--- src/rtl/pwm_capture.sv ---
// pwm_capture: measures period and high time of an asynchronous PWM (or
// divided clock) input, in clk_i cycles.
//
// Ports
//   clk_i      single system clock, all logic on its rising edge
//   rstn_i     asynchronous active-low reset
//   en_i       capture enable; low returns to IDLE and clears the counters
//   pwm_i      asynchronous signal under measurement
//   period_o   clk_i cycles between consecutive synchronized rising edges
//   high_o     clk_i cycles the synchronized input was high in that period
//   valid_o    one-cycle pulse when period_o/high_o/timeout_o update
//   timeout_o  no rising edge for 2^WIDTH-1 cycles
//   state_o    current FSM state (IDLE=0, MEASURE=1, TIMEOUT=2), for debug
//
// Handshake: valid_o is a registered, push-only qualifier with no ready.
// It is high for exactly one cycle per result. period_o, high_o and
// timeout_o change only in the cycle valid_o is high, and they hold
// their values at all other times, so a consumer may sample them then.
module pwm_capture #(
  parameter int WIDTH = 16
) (
  input  logic             clk_i,
  input  logic             rstn_i,
  input  logic             en_i,
  input  logic             pwm_i,
  output logic [WIDTH-1:0] period_o,
  output logic [WIDTH-1:0] high_o,
  output logic             valid_o,
  output logic             timeout_o,
  output logic [1:0]       state_o
);

  typedef enum logic [1:0] {
    IDLE    = 2'd0,
    MEASURE = 2'd1,
    TIMEOUT = 2'd2
  } state_t;

  localparam logic [WIDTH-1:0] ONES = '1;
  localparam logic [WIDTH-1:0] ONE  = WIDTH'(1);

  state_t           state;
  state_t           state_nxt;
  logic             sync_meta;
  logic             s;
  logic             s_prev;
  logic             rise;
  logic [WIDTH-1:0] per_cnt;
  logic [WIDTH-1:0] hi_cnt;
  logic [WIDTH-1:0] per_nxt;
  logic [WIDTH-1:0] hi_nxt;
  logic [WIDTH-1:0] period_nxt;
  logic [WIDTH-1:0] high_nxt;
  logic             valid_nxt;
  logic             timeout_nxt;

  // Two-flop synchronizer producing s, plus one more flop for edge detect.
  // These keep running regardless of en_i.
  always_ff @(posedge clk_i or negedge rstn_i) begin
    if (!rstn_i) begin
      sync_meta <= 1'b0;
      s         <= 1'b0;
      s_prev    <= 1'b0;
    end else begin
      sync_meta <= pwm_i;
      s         <= sync_meta;
      s_prev    <= s;
    end
  end

  assign rise = s & ~s_prev;

  // State, counters and result registers.
  always_ff @(posedge clk_i or negedge rstn_i) begin
    if (!rstn_i) begin
      state     <= IDLE;
      per_cnt   <= '0;
      hi_cnt    <= '0;
      period_o  <= '0;
      high_o    <= '0;
      valid_o   <= 1'b0;
      timeout_o <= 1'b0;
    end else begin
      state     <= state_nxt;
      per_cnt   <= per_nxt;
      hi_cnt    <= hi_nxt;
      period_o  <= period_nxt;
      high_o    <= high_nxt;
      valid_o   <= valid_nxt;
      timeout_o <= timeout_nxt;
    end
  end

  // Next-state and next-output logic. Results hold unless a period
  // completes or the timeout fires. Disable takes priority over rise.
  always_comb begin
    state_nxt   = state;
    per_nxt     = per_cnt;
    hi_nxt      = hi_cnt;
    period_nxt  = period_o;
    high_nxt    = high_o;
    timeout_nxt = timeout_o;
    valid_nxt   = 1'b0;

    if (!en_i) begin
      state_nxt = IDLE;
      per_nxt   = '0;
      hi_nxt    = '0;
    end else begin
      case (state)
        IDLE: begin
          per_nxt = '0;
          hi_nxt  = '0;
          // The first edge only opens a measurement window.
          if (rise) begin
            state_nxt = MEASURE;
            per_nxt   = ONE;
            hi_nxt    = ONE;
          end
        end

        MEASURE: begin
          // A rise in the same cycle the counter saturates still closes
          // the period normally.
          if (rise) begin
            period_nxt  = per_cnt;
            high_nxt    = hi_cnt;
            timeout_nxt = 1'b0;
            valid_nxt   = 1'b1;
            per_nxt     = ONE;
            hi_nxt      = ONE;
          end else if (per_cnt == ONES) begin
            // Saturated without an edge: report a timeout. The high time
            // reads full-scale if the input is stuck high, zero if low.
            state_nxt   = TIMEOUT;
            timeout_nxt = 1'b1;
            period_nxt  = '0;
            high_nxt    = s ? ONES : '0;
            valid_nxt   = 1'b1;
          end else begin
            // hi_cnt only advances alongside per_cnt, so it never
            // exceeds per_cnt and neither counter can wrap.
            per_nxt = per_cnt + ONE;
            if (s) begin
              hi_nxt = hi_cnt + ONE;
            end
          end
        end

        TIMEOUT: begin
          // Counters frozen. An edge restarts measurement. timeout_o stays
          // set until the next complete period is reported.
          if (rise) begin
            state_nxt = MEASURE;
            per_nxt   = ONE;
            hi_nxt    = ONE;
          end
        end

        default: begin
          state_nxt = IDLE;
          per_nxt   = '0;
          hi_nxt    = '0;
        end
      endcase
    end
  end

  assign state_o = state;

endmodule
--- config.mk ---
export PLATFORM = sky130hd
export DESIGN_NAME = pwm_capture
export DESIGN_NICKNAME = d
export VERILOG_FILES = /design/src/rtl/pwm_capture.sv
export SDC_FILE = /design/constraint.sdc
export NUM_CORES = 1
export LEC_CHECK = 0
export ABC_AREA = 1
export CELL_PAD_IN_SITES_DETAIL_PLACEMENT = 0
export CELL_PAD_IN_SITES_GLOBAL_PLACEMENT = 1
export CORE_UTILIZATION = 30
export CTS_CLUSTER_SIZE = 24
export DETAILED_ROUTE_END_ITERATION = 8
export GPL_TIMING_DRIVEN = 1
export PLACE_DENSITY_LB_ADDON = 0.25
export SETUP_SLACK_MARGIN = 0.4
export SYNTH_ARGS = -nofsm -noshare
export SYNTH_HDL_FRONTEND = slang
export SYNTH_SLANG_ARGS = --single-unit
--- constraint.sdc ---
create_clock -name clk_i -period 2.5 [get_ports clk_i]
set_input_delay 0.25 -clock clk_i [delete_from_list [all_inputs] [get_ports clk_i]]
set_output_delay 0.25 -clock clk_i [all_outputs]
set_load 0.05 [all_outputs]
==> summary.md <==
| Metric | Value |
|---|---|
| WL final | 10,100 um |
| I/O Buffers | 39 |
| Number of setup violations in the final report | 0 |
| Compound-cell area share of the yosys netlist | 0.113 |
| Crit Path Class | reg -> out |
| Initial antenna violation count | 0 |
| Element type at the critical path end | output pin |
| Skew final | 0.00605 ns |
| Antenna diodes | 0 |
| CTS tree | yes |
| Post-route minimum period | 1.97 ns |
| CTS root buf | clkbuf_16 |
| Buffers & Inverters on Critical Path | 1 |
| F_max | 508 MHz |
| Die Area | 13,100 um2 |
| Worst-Skew Late Latency | 0.33 ns |
| Worst R2R Start | per_cnt[0]$_DFFE_PN0P_ |
| Asr flop ratio synth | 1.00 |
| Mux share of post-synthesis cell area | 0 |
| Nets@finish | 546 |
| Power Internal | 2.26 mW |
| Seq pwr share | 0.394 |
| Syn Nets | 501 |
| CP Launch Point | state_o[1]$_DFFE_PN0P_ |
| Clock Power Share | 0.386 |
| Clock Tree Buf Depth | 2 |
| Worst path cell trace | clkdlybuf4s50_1 |
| #FFs+latches synth | 71 |
| Fin crit share | 0.788 |
| Cell Pwr Density | 703 nW/um2 |
| Core area | 12,200 um2 |
| Depth of the CTS H-tree | 3 |
| First-pass GRT wire length | 17,100 um |
| Row cnt | 40 |
| DR vias | 3,328 |
| Clock Sinks | 71 |
| XOR/XNOR Fraction of Synth Area | 0.00694 |
| Area growth, synth to finish | 24.1% |
| Synth cell types | 32 |
| DP Cell Count | 691 |
| Crit-path max FO | 5 |
| Max rail drop VDD | 0.313 mV |
| Tightest Pin Transition | 0.910 ns |
| Adder-Cell Fraction of Synth Area | 0.00661 |
| CP peak stage delay | 0.88 ns |
| Die span in x | 114 um |
| Io pins | 40 |
| Top cell family by delay on the critical path | buffers and inverters |
| Post-Syn Instances | 495 |
| Syn_area_per_cell | 7.65 um2 |
| Final ANT Viol Nets | 0 |
| Worst Path Arrival | 1.72 ns |
| Max-cap violation count | 0 |
| Rel. slew slack | 0.394 |
| TritonCTS Buffers | 9 |
| Vias in the first global route | 3,193 |
| Setup TNS | 0 ns |
| Synthesized area | 3790 um2 |
| Sequential Area | 1780 um2 |
| Non-Filler Instances | 713 |
| Slowest-stage cell, CP | clkdlybuf4s50_1 |
| Post-detail-place hpwl | 7170 um |
| Sequential area share after synthesis | 0.469 |
| DR vias/cell | 4.67 |
| Largest net degree at the start of global routing | 72 |
| Pre-CTS setup slack | 0.449 ns |
| Static Leak | 2.05 nW |
| Fin. max-slew vios | 0 |
| Switch share | 0.317 |
| Die Height | 114 um |
| Post-Synth Simple-Gate Area | 0.325 |
| Combinational share of power | 0.220 |
| Setup crit start kind | flip-flop |
| Fillers | 1,292 |
| Unrepaired setup endpoints after global routing | false |
| GP Congestion | 0.845 |
| Yosys warning total | 0 |
| Post-synth EDFFs | 0 |
| Starting Density | 0.312 |
| WL/cell | 14.1 um |
| 1st-iter DRT viols | 247 |
| # DRC | 0 |
| Switching pwr | 1.05 mW |
| Critical path required time | 2.25 ns |
| CTS clk-pin slew, worst paths | 0.06 ns |
| First-pass iteration count of the detailed router | 6 |
| Largest family of logic cells by synthesized area | simple AND/OR/NAND/NOR gates |
| Status | complete, no violations |
| Share of cells above drive strength 1 | 0.101 |
| Multi-input combinational cell area | 1740 um2 |
| Min-Delay Path Class | in -> async |
| Hold Fails Final Rpt | 0 |
| Total global-route track usage | 0.169 |
| Post-synth top flop | dfrtp_1 |
| Fin worst setup slack | 0.530 ns |
| GRT Residual Overflow | 0 |
[layout make-up]
type | count | share of cell area
sequential | 71 | 0.378
multi-input combinational | 355 | 0.370
timing repair buffer | 51 | 0.102
clock buffer | 13 | 0.0532
tap | 168 | 0.0447
inverter | 52 | 0.0426
clock inverter | 3 | 0.00905
[path summary, 6_finish.rpt]
check | endpoint | slack (ns) | depth (start not counted)
setup / recovery | state_o[1] | 0.53 | 1
hold / removal | per_cnt[13]$_DFFE_PN0P_ | 0.04 | 1
setup reg to reg | hi_cnt[9]$_DFFE_PN0P_ | 0.58 | 10
hold reg to reg | s$_DFF_PN0_ | 0.35 | 0
max in group asynchronous | per_cnt[0]$_DFFE_PN0P_ | 1.83 | 1
min in group clk_i | s$_DFF_PN0_ | 0.35 | 0
[kinds of logic (layout without fill, tap and decap cells)]
kind of cell	count (synthesis)	count (layout)
compound gates	79	79
xor+xnor	3	3
fa+ha+maj	2	2
buf+inv	69	119
flops	71	71
simple gates	271	271
[state kept, by name, indices dropped and copies added (netlist names)]
signal,flops
s_prev,1
s,1
period_o,16
sync_meta,1
hi_cnt,16
high_o,16
per_cnt,16
valid_o,1
timeout_o,1
state_o,2
[layer usage]
| metal | track usage | up-vias | wire [um] |
|---|---|---|---|
| met2 | 0.235 | 86 | 4200 |
| met3 | 0.0275 | 11 | 458 |
| li1 | - | 1687 | - |
| met1 | 0.261 | 1544 | 5290 |
| met5 | 0 | - | 0 |
| met4 | 0.0597 | 0 | 136 |
[repair_timing]
action / in CTS / in global routing
gates resized for setup: 0 / 4
hold buffers: 0 / 0
setup endpoints to repair: 0 / 57
setup buffers: 0 / 6
[layout by cell type, fill, tap and decap left out, types with 2 or more instances in the layout]
cell type and count:
nand2_1 132, dfrtp_1 70, nor2_1 58, o21ai_0 58, inv_1 46, nand3_1 46, clkdlybuf4s50_1 38, buf_4 12
nor3_1 10, clkbuf_16 9, o21ai_1 6, nand4_1 6, nand3_2 6, inv_2 5, nor2_4 5, a21oi_1 3
a22o_1 3, xor2_1 3, o21bai_1 3, clkbuf_1 3, nand2_4 2, a21oi_2 2, ha_1 2
[cells in the mapped netlist (3+ instances only)]
| master | instances | share of area |
|---|---|---|
| a21oi_1 | 3 | 0.0040 |
| a22o_1 | 3 | 0.0069 |
| buf_2 | 7 | 0.0092 |
| clkbuf_1 | 7 | 0.0069 |
| dfrtp_1 | 71 | 0.47 |
| inv_1 | 46 | 0.046 |
| inv_2 | 5 | 0.0050 |
| nand2_1 | 132 | 0.13 |
| nand2_4 | 3 | 0.0089 |
| nand3_1 | 46 | 0.061 |
| nand3_2 | 7 | 0.018 |
| nand4_1 | 6 | 0.0099 |
| nor2_1 | 58 | 0.057 |
| nor2_4 | 5 | 0.015 |
| nor3_1 | 10 | 0.013 |
| o21ai_0 | 58 | 0.077 |
| o21ai_1 | 7 | 0.0092 |
| o21bai_1 | 3 | 0.0059 |
| xor2_1 | 3 | 0.0069 |
[power by group through the flow]
stage | registers (mW) | logic, mW | clock network (mW)
floorplan | 1.61 | 0.178 | 0
global placement | 1.32 | 0.730 | 0
detailed placement | 1.32 | 0.729 | 0
CTS | 1.30 | 0.731 | 1.31
global route | 1.31 | 0.779 | 1.36
finish | 1.30 | 0.726 | 1.28
[stage by stage]
| stage | hold slack [ns] | cell area, um2 | utilization | power, mW |
|---|---|---|---|---|
| 2_1_floorplan | -0.0456 | 3790 | - | 1.79 |
| 4_1_cts | 0.0938 | 4640 | 0.381 | 3.34 |
| 6_report | 0.0419 | 4700 | 0.387 | 3.31 |
| 3_5_place_dp | 0.336 | 4340 | 0.357 | 2.05 |
| 3_3_place_gp | 0.332 | 4340 | 0.357 | 2.05 |
| 5_1_grt | 0.127 | 4700 | 0.387 | 3.46 |
No activity file was read; power rests on OpenSTA's default activity.
